### config.mk
export PLATFORM = sky130hd
export DESIGN_NAME = pht_updater
export DESIGN_NICKNAME = d
export VERILOG_FILES = /design/src/rtl/pht_updater.sv
export SDC_FILE = /design/constraint.sdc
export NUM_CORES = 1
export LEC_CHECK = 0
export ABC_AREA = 1
export BUFFER_PORTS_ARGS = -buffer_cell sky130_fd_sc_hd__buf_2
export CAP_MARGIN = 20
export CORE_UTILIZATION = 39
export CTS_CLUSTER_SIZE = 12
export DETAILED_ROUTE_END_ITERATION = 12
export HOLD_SLACK_MARGIN = 0.15
export PLACE_DENSITY = 0.58
export REMOVE_ABC_BUFFERS = 1
export SYNTH_ARGS = -nofsm -noshare
export SYNTH_HDL_FRONTEND = slang
export SYNTH_SLANG_ARGS = --single-unit
### constraint.sdc
create_clock -name clk -period 3.15 [get_ports clk]
set_input_delay 0.1575 -clock clk [delete_from_list [all_inputs] [get_ports clk]]
set_output_delay 0.1575 -clock clk [all_outputs]
set_load 0.05 [all_outputs]
### src/rtl/pht_updater.sv
// pht_updater
//   Write-side controller for the pattern history table. Resolved-branch records
//   (PC, taken) are queued in a small FIFO, then each one is applied to the 2-bit
//   saturating counter at the gshare index (PC ^ GHR) with a read-modify-write.
//   The module owns the global history register.
//
// Ports
//   clk, reset       single clock, synchronous active-high reset
//   upd_valid/ready  record handshake, transfer on valid & ready
//   upd_pc, upd_taken  branch PC (word aligned) and resolved direction
//   pht_addr         table index, stable from IDLE exit through WR
//   pht_wr_en        one-cycle write strobe in WR
//   pht_wr_data      updated counter value
//   pht_rd_data      table read data, valid one cycle after pht_addr
//   ghr              global history, LSB = newest outcome
//   busy             FSM active or queue non-empty
//   upd_count        completed updates, wraps at 16 bits
//
// state | meaning
// IDLE  | waiting; pops the queue head and drives the index
// RD    | table read in flight
// CAP   | read data valid; next counter value computed
// WR    | write strobe, history shift, completion count
module pht_updater #(
  parameter int ADDR_W     = 14,
  parameter int GHR_W      = 14,
  parameter int FIFO_DEPTH = 4
) (
  input  logic              clk,
  input  logic              reset,
  input  logic              upd_valid,
  output logic              upd_ready,
  input  logic [31:0]       upd_pc,
  input  logic              upd_taken,
  output logic [ADDR_W-1:0] pht_addr,
  output logic              pht_wr_en,
  output logic [1:0]        pht_wr_data,
  input  logic [1:0]        pht_rd_data,
  output logic [GHR_W-1:0]  ghr,
  output logic              busy,
  output logic [15:0]       upd_count
);

  localparam int PTR_W = $clog2(FIFO_DEPTH);

  typedef enum logic [1:0] {IDLE, RD, CAP, WR} state_t;

  state_t              state_q, state_d;
  logic [PTR_W-1:0]    wr_ptr_q, wr_ptr_d, rd_ptr_q, rd_ptr_d;
  logic [PTR_W:0]      cnt_q, cnt_d;
  logic [ADDR_W-1:0]   addr_q, addr_d;
  logic                taken_q, taken_d;
  logic [1:0]          nval_q, nval_d;
  logic [GHR_W-1:0]    ghr_q, ghr_d;
  logic [15:0]         count_q, count_d;

  // Only the index bits of the PC are needed, so only those are queued.
  logic [ADDR_W-1:0]   fifo_idx_q [FIFO_DEPTH];
  logic                fifo_tk_q  [FIFO_DEPTH];

  logic full, empty, push, pop;

  assign full      = (cnt_q == (PTR_W+1)'(FIFO_DEPTH));
  assign empty     = (cnt_q == '0);
  assign upd_ready = !reset && !full;
  assign push      = upd_valid && upd_ready;
  assign pop       = (state_q == IDLE) && !empty;

  always_comb begin
    state_d  = state_q;
    wr_ptr_d = push ? wr_ptr_q + 1'b1 : wr_ptr_q;
    rd_ptr_d = pop  ? rd_ptr_q + 1'b1 : rd_ptr_q;
    cnt_d    = cnt_q + (PTR_W+1)'(push) - (PTR_W+1)'(pop);
    addr_d   = addr_q;
    taken_d  = taken_q;
    nval_d   = nval_q;
    ghr_d    = ghr_q;
    count_d  = count_q;
    case (state_q)
      IDLE: begin
        if (!empty) begin
          addr_d  = fifo_idx_q[rd_ptr_q] ^ ADDR_W'(ghr_q);
          taken_d = fifo_tk_q[rd_ptr_q];
          state_d = RD;
        end
      end
      RD:  state_d = CAP;
      CAP: begin
        if (taken_q) nval_d = (pht_rd_data == 2'd3) ? 2'd3 : pht_rd_data + 2'd1;
        else         nval_d = (pht_rd_data == 2'd0) ? 2'd0 : pht_rd_data - 2'd1;
        state_d = WR;
      end
      WR: begin
        ghr_d   = {ghr_q[GHR_W-2:0], taken_q};
        count_d = count_q + 16'd1;
        state_d = IDLE;
      end
      default: state_d = IDLE;
    endcase
  end

  always_ff @(posedge clk) begin
    if (reset) begin
      state_q  <= IDLE;
      wr_ptr_q <= '0;
      rd_ptr_q <= '0;
      cnt_q    <= '0;
      addr_q   <= '0;
      taken_q  <= 1'b0;
      nval_q   <= 2'd0;
      ghr_q    <= '0;
      count_q  <= 16'd0;
    end else begin
      state_q  <= state_d;
      wr_ptr_q <= wr_ptr_d;
      rd_ptr_q <= rd_ptr_d;
      cnt_q    <= cnt_d;
      addr_q   <= addr_d;
      taken_q  <= taken_d;
      nval_q   <= nval_d;
      ghr_q    <= ghr_d;
      count_q  <= count_d;
    end
  end

  always_ff @(posedge clk) begin
    if (push) begin
      fifo_idx_q[wr_ptr_q] <= upd_pc[ADDR_W+1:2];
      fifo_tk_q[wr_ptr_q]  <= upd_taken;
    end
  end

  // Gating with reset keeps a reset that lands in WR from reaching the table.
  assign pht_wr_en   = (state_q == WR) && !reset;
  assign pht_wr_data = nval_q;
  assign pht_addr    = addr_q;
  assign ghr         = ghr_q;
  assign upd_count   = count_q;
  assign busy        = (state_q != IDLE) || !empty;

endmodule

======== Word level (Yosys, flattened, before mapping) ========
Memory sizes are Yosys's and may differ from the RTL's. A register that Yosys moved wholly into a read port is not among the register bits.
Cells that the tools add are included.
W data, S select, Z words.
storage, ports and cells
  RAM bits ................................ 60
  bits in registers ....................... 55
  memories ................................ 2
  logic and storage cells ................. 47
  input port bits ......................... 38
operators by class
  reductions and logical operators ........ 13
  multiplexer cells ....................... 9
  bitwise gates (word level) .............. 2
  eq/ne operators ......................... 6
  $add $sub $neg .......................... 7
memory list
  name        depth  bits a word  rd ports  clocked after memory_dff  wr ports  line  source
  fifo_idx_q  4      14           1         1                         1         58    logic [ADDR_W-1:0] fifo_idx_q [FIFO_DEPTH];
  fifo_tk_q   4      1            1         1                         1         59    logic fifo_tk_q [FIFO_DEPTH];
operators with widths
  cell                     count
  $add A16 B1 Y16 const B  1
  $xor A14 B14 Y14         1
  $mux W2                  6
  $pmux W2 S4              1
  $add A2 B1 Y2 const B    3
  $eq A2 B2 Y1 const B     3
  $logic_and A1 B1 Y1      4
  $logic_not A2 Y1         2
  $add A3 B1 Y3            1
  $eq A3 B3 Y1 const B     1
  $logic_not A1 Y1         3
  $logic_not A3 Y1         1
  $sub A3 B1 Y3            1
  $eq A2 B1 Y1 const B     1
  $mux W1                  2
  $ne A2 B2 Y1 const B     1
  $reduce_and A2 Y1        1
  $reduce_bool A2 Y1       1
  $sub A2 B1 Y2 const B    1
  $logic_or A1 B1 Y1       1
  $not A1 Y1               1

======== Longest topological paths before layout ========
  depth in word-level cells ............... 6
  mapped depth ............................ 10
  mapped depth without buffers ............ 9

======== Least setup slack after synthesis ========
OpenSTA, ideal clock, no wires.
  path kind ............................... register -> register
  start ................................... register cnt_q[1]
  end ..................................... register cnt_q[2]
  buffers on the path ..................... 0
  arrival ................................. 2.813 ns
  library setup time ...................... 0.071 ns
  slack ................................... 0.267 ns
  cell stages (with the launch flop) ...... 10
  path through ............................ dfxtp_1 > nor2_1 > a21oi_1 > nand2_2 > ha_1 > inv_1 > ha_1 > fa_1 > or2_2 > a21oi_1
on the way
  cells in the longest elaborated chain, start to end .. 6
  elaborated cells between the ends (all ways) .. 9
  those cells by class .................... add/sub (2); eq/ne (1); reduce/logical (6)
RTL lines
  what                    line  source
  start, declared         50    logic [PTR_W:0] cnt_q, cnt_d;
  start signal, assigned  117   cnt_q <= cnt_d;
  $eq A3 B3 Y1            63    assign full = (cnt_q == (PTR_W+1)'(FIFO_DEPTH));
  $logic_not A1 Y1        65    assign upd_ready = !reset && !full;
  $logic_and A1 B1 Y1     65
  named net upd_ready     32    output logic upd_ready,
  $logic_and A1 B1 Y1     66    assign push = upd_valid && upd_ready;
  $add A3 B1 Y3           73    cnt_d = cnt_q + (PTR_W+1)'(push) - (PTR_W+1)'(pop);
  $sub A3 B1 Y3           73
The timed path passes the listed nets, and every way through them passes these cells.
A chain may end at the register's enable or synchronous reset.

======== Worst setup path after layout ========
  start ................................... register state_q[0]
  end ..................................... register cnt_q[2]
on the way
  cells in the longest elaborated chain, start to end .. 3
RTL lines
  what                    line  source
  start, declared         48    state_t state_q, state_d;
  start signal, assigned  114   state_q <= state_d;
  $logic_not A2 Y1        67    assign pop = (state_q == IDLE) && !empty;
  $logic_and A1 B1 Y1     67
  $sub A3 B1 Y3           73
No other way between the ends.

==> impl_metrics.csv <==
group,metric,value,unit
logic_synthesis,synth_cell_types,33,
timing,slew-limit-headroom,39.5,%
drt,drc,0,
hold_path,path_class_of_the_lowest_slack_min_delay_path,"primary input to flop",
flow_run,drv_cap,0,
drt,detail-route-antenna-nets,0,
drt,detailedRoute.firstPassIterationCount,4,
worst_setup_path,crit_fanout,3,
timing,post-route-period-util,69.7,%
timing,setup_viol,0,
clock_tree,worst_skew_pair.late_latency,0.40,ns
timing,worst_slew_pin_slew,0.906,ns
logic_synthesis,yosys_warnings,0,
timing,fin_worst_skew,0.0122,ns
global_routing,initial_antenna_violation_count,0,
floorplan,initial_utilization,39.9,%
placed_design,dp_slack,0.958,ns
timing,max_clock_freq,0.456,GHz
floorplan,ios,87,
worst_setup_path,timing.critical_path.slowest_cell_delay,0.38,ns
pwr,power_frac_seq,35.4,%
floorplan,dieHeight,116,µm
cells_and_area,final_nets,709,
worst_setup_path,worstSetupEndpointType,"flop",
clock_tree,clk_transition_reported_paths,0.06,ns
clock_tree,cts_buffer_depth,2,
timing,final-max-slew-violation-count,0,
placed_design,routabilityCongestion,0.764,
drt,detailedRoute.firstIterationViolations,252,
pwr,p_clk_share,32.1,%
clock_tree,cts_max_level,4,
global_routing,grt_first_pass_wirelength,17800,µm
logic_synthesis,mappedNetlistArea,5030,µm²
pwr,p_per_area,896,nW/µm²
worst_setup_path,path_class,"flop to flop",
timing,period_needed,2.19,ns
clock_tree,cts_root_buffer,"sky130_fd_sc_hd__clkbuf_16",
logic_synthesis,netlist_instances,563,
timing,timing_hold_violations_final,0,
hold_path,min_delay_path_depth,4,
cells_and_area,drive_gt1_share,18.9,%
logic_synthesis,yosys_register_bits,118,
global_routing,gr-total-overflow,0,
logic_synthesis,top_reg_cell_synth,"sky130_fd_sc_hd__edfxtp_1",
timing,unrepaired_setup_endpoints_after_global_routing,"no",
cells_and_area,areaGrowthSynthToFinish,25.4,%
global_routing,pin_count_of_the_biggest_net_entering_global_routing,32,
worst_setup_path,reg2reg_from,"state_q[0]",
clock_tree,clock_sinks,118,
drt,vias_per_cell,4.69,
pwr,vdd.ir_drop.worst,0.000375,V
drt,via_count,3960,
drt,routed_wl,11100,µm
floorplan,floorplan_die_width,116,µm
pwr,switch_pwr,2.20,mW
hold_path,hold_path_end,"wr_ptr_q[0]",
floorplan,die_footprint,13400,µm²
clock_tree,cts-buffers-inserted,17,
pwr,p_sw_share,39.0,%
worst_setup_path,worst_setup_path_start_kind,"flop",
placed_design,hpwlAfterDp,6960,µm
worst_setup_path,worst_ep_required_time,3.48,ns
logic_synthesis,postSynth.asyncResetShare,0,%
placed_design,io_buffers,68,
floorplan,core_area,12600,µm²
drt,average_wire_per_standard_cell,13.2,µm
worst_setup_path,worst-endpoint-arrival,2.53,ns
pwr,combPwrFrac,32.5,%
global_routing,number_of_global_route_vias_before_repair,3674,
hold_path,worst_hold_startpoint,"reset",
pwr,total_leakage_power,2.76,nW
worst_setup_path,r2r.worst_path.cells,9,
run_status,outcome,"finished clean",
worst_setup_path,worst_r2r_endpoint,"cnt_q[2]",
floorplan,rows,41,
pwr,cellInternalPower,3.45,mW
logic_synthesis,seq_area_frac_synth,58.9,%
worst_setup_path,cpMostUsedCell,"sky130_fd_sc_hd__ha_1",
logic_synthesis,synth_edf_count,60,
cells_and_area,diodes,0,
worst_setup_path,crit_path_top_delay_cell,"sky130_fd_sc_hd__fa_1",
logic_synthesis,postSynthAreaPerCell,8.94,µm²
worst_setup_path,path_cells,"inv_1 -> ha_1 -> a21boi_2 -> ha_1 -> inv_1 -> ha_1 -> fa_1 -> or2_2 -> a21oi_1",
timing,setup_tns,0,ns
global_routing,gr-usage-all-layers,17.8,%
timing,post-route-worst-setup-slack,0.955,ns
worst_setup_path,regToRegSetupSlack,0.96,ns
clock_tree,tritoncts,"done",
clock_tree,cts.repair_timing.setup_buffer_count,0,
[worst max-delay path: cells and delay by family, from the launching register on]
family / cells / cell delay, ns
adder cells (fa/ha/maj): 4 / 1.06
flip-flops: 1 / 0.35
AND/OR/NAND/NOR: 1 / 0.30
AO/OA/AOI/OAI: 2 / 0.28
buffers and inverters: 2 / 0.14
[worst max-delay path by stage]
stage                     startpoint        to  slack, ns
after detailed placement    cnt_q[1]  cnt_q[2]       0.96
after global placement      cnt_q[1]  cnt_q[2]       1.00
after global routing        cnt_q[1]  cnt_q[2]       0.77
final                     state_q[0]  cnt_q[2]       0.96
after CTS                   cnt_q[1]  cnt_q[2]       0.93
after floorplan             cnt_q[1]  cnt_q[2]       0.26
[cells in the mapped netlist, types with 3 or more instances]
| cell type | instances | area [µm²] |
|---|---|---|
| sky130_fd_sc_hd__nand2_1 | 127 | 477 |
| sky130_fd_sc_hd__nor2_1 | 96 | 360 |
| sky130_fd_sc_hd__edfxtp_1 | 60 | 1800 |
| sky130_fd_sc_hd__dfxtp_1 | 58 | 1160 |
| sky130_fd_sc_hd__inv_1 | 50 | 188 |
| sky130_fd_sc_hd__nand3_1 | 44 | 220 |
| sky130_fd_sc_hd__o21ai_0 | 27 | 135 |
| sky130_fd_sc_hd__a21oi_1 | 18 | 90.1 |
| sky130_fd_sc_hd__ha_1 | 11 | 138 |
| sky130_fd_sc_hd__nand3b_1 | 9 | 67.6 |
| sky130_fd_sc_hd__o21ai_1 | 9 | 45.0 |
| sky130_fd_sc_hd__inv_2 | 7 | 26.3 |
| sky130_fd_sc_hd__buf_2 | 6 | 30.0 |
| sky130_fd_sc_hd__nand4_1 | 6 | 37.5 |
| sky130_fd_sc_hd__nand2_2 | 5 | 31.3 |
| sky130_fd_sc_hd__buf_1 | 4 | 15.0 |
| sky130_fd_sc_hd__buf_4 | 4 | 30.0 |
| sky130_fd_sc_hd__nor3_1 | 3 | 15.0 |
[through the flow]
step | hold slack (ns) | utilization (%) | cell area, µm² | power [mW] | std cells
finish | 0.198 | 50.0 | 6310 | 5.65 | 844
global route | 0.212 | 50.0 | 6310 | 6.00 | 844
CTS | 0.183 | 50.0 | 6310 | 5.70 | 844
detailed placement | 0.376 | 43.9 | 5540 | 3.84 | 792
global placement | 0.369 | 43.9 | 5540 | 3.79 | 792
floorplan | 0.227 | - | 4920 | 3.36 | 544
[kinds of logic after synthesis]
| family | synth area share, % |
|---|---|
| simple gates | 25.2 |
| flops | 58.9 |
| buf+inv | 6.44 |
| compound gates | 5.99 |
| fa+ha+maj | 3.13 |
| xor+xnor | 0.348 |
[routing by layer]
metal	global-route usage (%)	vias to the layer above	routed length (µm)
met5	0	-	0
met4	7.36	0	160
met3	4.71	11	569
met2	30.4	104	5410
met1	21.3	1812	4970
li1	-	2033	-
[state kept, by name, indices dropped and copies added (netlist names), named ones only]
register / cells
state_q: 2
rd_ptr_q: 2
cnt_q: 3
fifo_tk_q: 4
upd_count: 16
taken_q: 1
wr_ptr_q: 2
pht_addr: 14
fifo_idx_q: 56
ghr: 14
pht_wr_data: 2
[timing repair]
item,in CTS,in global routing
endpoints found under the setup margin,0,0
hold buffers,20,0
endpoints found under the hold margin,64,0
gates resized for setup,0,0
[placed cells by master, fill, tap and decap left out, drive strengths merged]
master and count:
clkinvlp 5, dlygate4sd3 20, nand4 6, nand3 44, nor3b 1, a21boi 1, nor2 100, buf 76
a31oi 1, xor2 1, inv 62, o21a 1, edfxtp 60, or2 1, clkinv 4, fa 1
bufinv 1, o22ai 1, xnor2 1, o21ai 36, dfxtp 58, a21oi 18, ha 11, clkbuf 17
nor3 3, nand2 133, nand3b 9
[area by class of cell]
cell class                      count  area [µm²]
Multi-Input combinational cell    369        1750
Fill cell                        1172        6310
Timing Repair Buffer               96         601
Clock inverter                     15         146
Inverter                           57         214
Clock buffer                       17         425
Tap cell                          172         215
Sequential cell                   118        2960
[power groups by stage]
stage | clock [mW] | sequential, mW | combinational [mW]
floorplan | 0 | 2.48 | 0.874
global placement | 0 | 2.02 | 1.77
detailed placement | 0 | 2.03 | 1.81
CTS | 1.85 | 2.00 | 1.85
global route | 1.93 | 2.03 | 2.05
finish | 1.82 | 2.00 | 1.83
Power figures use the tool's default switching activity.
